**src/rtl/itof_converter.sv**
```systemverilog
// Integer (signed/unsigned 32-bit) to IEEE 754 binary32 converter with valid/ready handshake.
// Define ITOF_OUT_REG_EN to register the rounded result in a second stage (latency 2).
module itof_converter (
    input  logic        clk,
    input  logic        reset,
    input  logic        valid_in,
    output logic        ready_out,
    output logic        valid_out,
    input  logic        ready_in,
    input  logic [4:0]  op,
    input  logic [2:0]  rm,
    input  logic [31:0] int_in,
    output logic [31:0] float_out,
    output logic        IE
);

    localparam logic [4:0] FPU_OP_CVTIF = 5'd9;
    localparam logic [4:0] FPU_OP_CVTUF = 5'd10;

    localparam logic [2:0] FPU_RM_RNE = 3'd0;
    localparam logic [2:0] FPU_RM_RTZ = 3'd1;
    localparam logic [2:0] FPU_RM_RDN = 3'd2;
    localparam logic [2:0] FPU_RM_RUP = 3'd3;
    localparam logic [2:0] FPU_RM_RMM = 3'd4;

    logic        s1_valid_q, s1_valid_d;
    logic [2:0]  rm_q, rm_d;
    logic        sgn_q, sgn_d;
    logic [7:0]  exp_q, exp_d;
    logic [22:0] man_q, man_d;
    logic        rnd_q, rnd_d;
    logic        stk_q, stk_d;
    logic        zero_q, zero_d;

    logic        accept;
    logic        s1_xfer;
    logic        in_sgn;
    logic [31:0] in_mag;
    logic [4:0]  in_lz;
    logic [31:0] in_norm;

    logic        inc;
    logic [23:0] man_rnd;
    logic [31:0] rnd_float;
    logic        rnd_ie;

    // Normalise the magnitude so its leading one sits at bit 31
    always_comb begin
        in_sgn = (op == FPU_OP_CVTIF) && int_in[31];
        in_mag = in_sgn ? (~int_in + 32'd1) : int_in;
        in_lz  = '0;
        for (int i = 0; i < 32; i++) begin
            if (in_mag[i]) in_lz = 5'(31 - i);
        end
        in_norm = in_mag << in_lz;
    end

    assign accept = valid_in && ready_out && ((op == FPU_OP_CVTIF) || (op == FPU_OP_CVTUF));

    always_comb begin
        s1_valid_d = s1_valid_q;
        rm_d       = rm_q;
        sgn_d      = sgn_q;
        exp_d      = exp_q;
        man_d      = man_q;
        rnd_d      = rnd_q;
        stk_d      = stk_q;
        zero_d     = zero_q;
        if (accept) begin
            s1_valid_d = 1'b1;
            rm_d       = rm;
            sgn_d      = in_sgn;
            exp_d      = 8'd158 - {3'b000, in_lz};
            man_d      = in_norm[30:8];
            rnd_d      = in_norm[7];
            stk_d      = |in_norm[6:0];
            zero_d     = (in_mag == 32'd0);
        end else if (s1_xfer) begin
            s1_valid_d = 1'b0;
            rm_d       = '0;
            sgn_d      = 1'b0;
            exp_d      = '0;
            man_d      = '0;
            rnd_d      = 1'b0;
            stk_d      = 1'b0;
            zero_d     = 1'b0;
        end
    end

    always_ff @(posedge clk) begin
        if (reset) begin
            s1_valid_q <= 1'b0;
            rm_q       <= '0;
            sgn_q      <= 1'b0;
            exp_q      <= '0;
            man_q      <= '0;
            rnd_q      <= 1'b0;
            stk_q      <= 1'b0;
            zero_q     <= 1'b0;
        end else begin
            s1_valid_q <= s1_valid_d;
            rm_q       <= rm_d;
            sgn_q      <= sgn_d;
            exp_q      <= exp_d;
            man_q      <= man_d;
            rnd_q      <= rnd_d;
            stk_q      <= stk_d;
            zero_q     <= zero_d;
        end
    end

    always_comb begin
        inc = 1'b0;
        case (rm_q)
            FPU_RM_RNE: inc = rnd_q && (stk_q || man_q[0]);
            FPU_RM_RTZ: inc = 1'b0;
            FPU_RM_RDN: inc = sgn_q && (rnd_q || stk_q);
            FPU_RM_RUP: inc = !sgn_q && (rnd_q || stk_q);
            FPU_RM_RMM: inc = rnd_q;
            default:    inc = rnd_q && (stk_q || man_q[0]);
        endcase
        // Carry-out leaves the low 23 bits zero and bumps the exponent
        man_rnd   = {1'b0, man_q} + {23'd0, inc};
        rnd_float = {sgn_q, exp_q + {7'd0, man_rnd[23]}, man_rnd[22:0]};
        rnd_ie    = rnd_q || stk_q;
        if (zero_q) begin
            rnd_float = '0;
            rnd_ie    = 1'b0;
        end
    end

`ifdef ITOF_OUT_REG_EN
    logic        s2_valid_q, s2_valid_d;
    logic [31:0] float_q, float_d;
    logic        ie_q, ie_d;
    logic        s2_load;

    assign s2_load   = !s2_valid_q || ready_in;
    assign s1_xfer   = s1_valid_q && s2_load;
    assign ready_out = !s1_valid_q || s2_load;

    always_comb begin
        s2_valid_d = s2_valid_q;
        float_d    = float_q;
        ie_d       = ie_q;
        if (s2_load) begin
            s2_valid_d = s1_valid_q;
            float_d    = s1_valid_q ? rnd_float : 32'd0;
            ie_d       = s1_valid_q && rnd_ie;
        end
    end

    always_ff @(posedge clk) begin
        if (reset) begin
            s2_valid_q <= 1'b0;
            float_q    <= '0;
            ie_q       <= 1'b0;
        end else begin
            s2_valid_q <= s2_valid_d;
            float_q    <= float_d;
            ie_q       <= ie_d;
        end
    end

    assign valid_out = s2_valid_q;
    assign float_out = float_q;
    assign IE        = ie_q;
`else
    assign s1_xfer   = s1_valid_q && ready_in;
    assign ready_out = ready_in || !s1_valid_q;
    assign valid_out = s1_valid_q;
    assign float_out = rnd_float;
    assign IE        = rnd_ie;
`endif

endmodule

```
**config.mk**
```make
export PLATFORM = sky130hd
export DESIGN_NAME = itof_converter
export DESIGN_NICKNAME = d
export VERILOG_FILES = /design/src/rtl/itof_converter.sv
export SDC_FILE = /design/constraint.sdc
export NUM_CORES = 1
export LEC_CHECK = 0
export CORE_ASPECT_RATIO = 1.75
export CORE_UTILIZATION = 55
export DETAILED_ROUTE_END_ITERATION = 6
export MAX_ROUTING_LAYER = met4
export PLACE_DENSITY = 0.77
export SYNTH_ARGS = -nofsm -noshare
export SYNTH_HDL_FRONTEND = slang
export SYNTH_SLANG_ARGS = --single-unit
```
**constraint.sdc**
```tcl
create_clock -name clk -period 5.9 [get_ports clk]
set_input_delay 1.18 -clock clk [delete_from_list [all_inputs] [get_ports clk]]
set_output_delay 1.18 -clock clk [all_outputs]
set_load 0.02 [all_outputs]
```
==> metrics list <==
- Setup repair after global routing left no endpoint under its margin.
- For the worst-skew pair, the clock arrives at the later sink with an insertion delay of 0.29 ns.
- Leaving out filler cells and counting taps, the final layout contains 1,094.
- Die outline width: 82.9 µm
- Synthesis produced 861 cells.
- Cell with the largest stage delay on the worst path: mux2i_1
- The net count of the finished layout is 1,011.
- In this run the worst path has a maximum fanout of 9.
- Per-instance average area after synthesis: 7.31 µm²
- The synthesized netlist contains 103 unique library cells.
- Rows: 51
* Failing checks: DRC
- Reg2Reg Capture Point: man_q[20]
* GRT Total Usage: 45.2%
* Fill cell instance count of the final layout: 949
* Source of the worst register-to-register timing path: valid_out
- At the pin with the least slew margin, the transition time is 1.25 ns.
* Post-Layout Inst Area: 7800 µm²
- Time the final worst path needs with I/O delays and setup: 5.78 ns
- The min-delay analysis places its worst path in the category flip-flop to flip-flop.
- Total buffers and inverters traversed by the critical path: 4
- Final standard cell utilization of the core: 69.8%
- Buffers added to address setup during post-CTS repair amount to 0.
- After detailed routing, the number of remaining DRC violations is 1.
- Biggest area contributors in the synthesized netlist: dfxtp_1, mux2i_1, nor2_1
* Combinational Power Share: 39.3%
- The worst setup path is launched from an input port.
* Number of max-slew violations in the final report: 0
- The die covers 11,900 µm².
- Summed over all nets, the switching power comes to 0.361 mW.
* Io pins: 79
- The HPWL after detailed placement is 20.2 mm.
- Worst setup margin: 0.116 ns
- Number of buffers added by the clock tree synthesis step: 5
* Detail-routed net length per standard cell: 23.8 µm
* Routability-driven placement congestion ratio: 1.13
* Final global-route overflow total: 0
- Max-cap viol count: 0
- Count of warnings emitted by yosys: 0
- The top cell types in the final layout, fill and taps aside, are nor2_1, nand2_1, clkdlybuf4s50_1.
- The total area inside the core boundary comes to 11,200 µm².
- The mapped netlist covers 6300 µm².
- For met2 alone, demand over resource in global routing was 76.4%.
* Worst hold margin: 0.474 ns
* Sequential group share of total power: 26.4%
- Prior to clock tree synthesis, the placed netlist has a worst setup slack of -0.0576 ns.
- Post-synth EDFFs: 0
- Between clock sinks in the finished design, the worst skew comes to 0.00191 ns.
- Clock-pin slew was measured on the worst setup and hold paths at 0.06 ns.
- dfxtp_1 takes more of the synthesized area than any other cell.
- Summed over all layers, the routed wires come to 26.0 mm.
- For this configuration, the core starts out at a cell density of 56.4%.
- Fmax: 173 MHz
- Fraction of registers with async set or reset after synthesis: 0%
* Most utilized layer in the global route result: met2
- Met1 GRT Util: 40.2%
- Proportion of layout cells with a drive suffix above 1: 16.9%
* Height of the die: 144 µm
- Cells traversed along the worst timing path: clkdlybuf4s50_1 > buf_4 > nor4_2 > buf_4 > nand3_2 > o41ai_4 > xor2_2 > nand3_1 > nor3b_2 > o2111ai_2 > nand2_1 > mux2i_1 > a2bb2oi_1 > a21oi_1 > mux2i_1 > buf_4 > o22ai_1
- Compared with the post-synthesis result, the final layout area differs by 23.8%.
* Total placed cells including tap cells: 1,086
- The H-tree generated during clock tree synthesis spans 2 levels.
* Number of flip-flops and latches in the synthesized netlist: 39
* Cell leakage power: 2.88 nW
- The number of antenna violations at the first check in global routing is 0.
- The internal portion of the total power is 0.673 mW.
- In this run the tightest slew margin relative to its limit is 16.3%.
- N_diodes: 0
- Arrival time reported for the critical path endpoint: 5.93 ns
- Final sum of negative setup slack: 0 ns
* Power share of the clock group: 34.2%
* CTS tree: built
* Start point of the worst min-delay path: exp_q[1]
- Number of global-route vias before repair: 7,498
- Element type at the critical path end: flip-flop
* First-pass GRT wire length: 40.6 mm
- Critical path data required time: 6.05 ns
* Met3 capacity usage during global routing: 10.8%
- The final route contains 7,651 vias.
- Peak supply drop: 0.282 mV
- In the synthesized netlist the dominant register cell turns out to be dfxtp_1.
- Worst Reg-to-Reg Cells: 8
* Min-Delay Path Depth: 2
- In this run, the number of DRC markers left after iteration 0 of detailed routing was 821.
- The flow ran to the end, but the final reports show violations.
* Maximum number of buffers from clock root to sink: 2
- The first detailed-routing pass took 7 iterations.
* Largest stage delay, worst path: 0.67 ns
- Most common cell after layout, fill and taps aside: nor2_1
- The setup path with the least slack is of type input port to flip-flop.
* Share of the synthesized area in the top cell type: 12.4%
* Finish-stage setup viols: 0
* Final hold violation count: 0
* Register-to-register path setup slack: 3.39 ns
- The count of nets left with antenna violations once routing finished came out at 0.
* Total clock sinks: 39
- Total placed instance area: 7570 µm²
* Worst min-delay path endpoint: exp_q[1]
- Sequential area share after synthesis: 12.4%
- After layout, the design draws a total of 1.03 mW.
- Crit share post-route: 98.0%
- After detailed routing, the number of vias per cell comes to 6.99.
- Synthesis produced a netlist with a net count of 911.
* Worst path most repeated cell: buf_4
- Number of buffers added on ports: 78
* Largest net degree at the start of global routing: 35
- On the critical path the largest part of the delay comes from simple AND/OR/NAND/NOR gates.
- For this design the ratio of total power to cell area is 133 nW/µm².
- Buffer cell driving the clock tree root: clkbuf_16
- Net switching is 34.9% of the power.
==> what timing repair did <==
item	4_1_cts	5_1_grt
gates resized for setup	0	8
setup endpoints to repair	0	21
hold buffers	0	0
==> synth_stat cells, types with 5 or more instances <==
cell type and number:
nand3_1 39, o21ai_1 5, o211ai_1 15, o31ai_1 7
ha_1 6, a211oi_1 7, nor3b_1 6, inv_1 11
xnor2_1 23, or4_1 7, and2_1 8, nand2_1 88
dfxtp_1 39, clkbuf_1 28, a21oi_1 53, nor4_1 6
nand4_1 16, nor2_1 100, buf_4 6, a32oi_1 5
a21o_1 6, o221ai_1 8, o21ai_0 35, mux2i_1 52
o2111ai_1 5, nand2b_1 8, buf_2 25, and3_1 13
buf_6 5, a22oi_1 17, nor3_1 19, mux2_2 10
nor2b_1 10, xor2_1 31, o31a_1 5, a31oi_1 8
or3_1 9
==> power groups by stage <==
stage / clock (mW) / combinational (mW) / sequential, mW
6_report: 0.354 / 0.407 / 0.273
5_1_grt: 0.362 / 0.429 / 0.274
4_1_cts: 0.353 / 0.385 / 0.273
3_5_place_dp: 0 / 0.383 / 0.279
3_3_place_gp: 0 / 0.377 / 0.279
2_1_floorplan: 0 / 0.232 / 0.277
==> kinds of logic (layout without fill, tap and decap cells) <==
family                   count (synthesis)  in the layout  share of synthesized area (%)
multiplexers                            65             65                           10.8
XOR/XNOR                                59             59                           8.80
buffers and inverters                   77            178                           6.22
AO/OA/AOI/OAI                          241            241                           28.5
flip-flops                              39             39                           12.4
AND/OR/NAND/NOR                        374            374                           32.1
adder cells (fa/ha/maj)                  6              6                           1.19
==> sequential cells by signal, indices dropped and copies added, names as in the netlist <==
| register | flops |
|---|---|
| sgn_q | 1 |
| rnd_q | 1 |
| rm_q | 3 |
| exp_q | 8 |
| stk_q | 1 |
| man_q | 23 |
| valid_out | 1 |
| zero_q | 1 |
==> worst reg2reg max path, stage by stage, from the launching register on <==
cell and delay [ns]:
dfxtp_1 0.36, nand2b_1 0.13, nand3_1 0.11, nor2_1 0.05
buf_4 0.19, a21oi_1 0.18, nor2b_1 1.00, a22oi_1 0.26
o311ai_1 0.15
==> per-layer routing <==
metal	wire length (µm)	part of all wire [%]	up-vias
li1	-	-	3429
met2	12600	48	477
met5	0	0	-
met1	8160	31	3550
met3	2140	8.2	195
met4	3120	12	0
==> worst max-delay path by stage <==
| stage | startpoint | endpoint | slack (ns) | cells past startpoint |
|---|---|---|---|---|
| floorplan | int_in[0] | man_q[21] | 1.01 | 14 |
| global placement | int_in[2] | man_q[20] | -0.003 | 15 |
| detailed placement | int_in[2] | man_q[20] | -0.06 | 15 |
| CTS | int_in[2] | man_q[20] | 0.24 | 15 |
| global route | int_in[2] | man_q[22] | 0.003 | 17 |
| finish | int_in[2] | man_q[22] | 0.12 | 17 |
==> area by class of cell <==
cell class	count	area, µm²	area share (%)
Clock inverter	2	60.1	0.770
Inverter	11	41.3	0.530
Multi-Input combinational cell	745	5170	66.3
Timing Repair Buffer	159	1450	18.6
Clock buffer	6	129	1.65
Tap cell	132	165	2.12
Sequential cell	39	781	10.0
(Power assumes the default switching activity.)
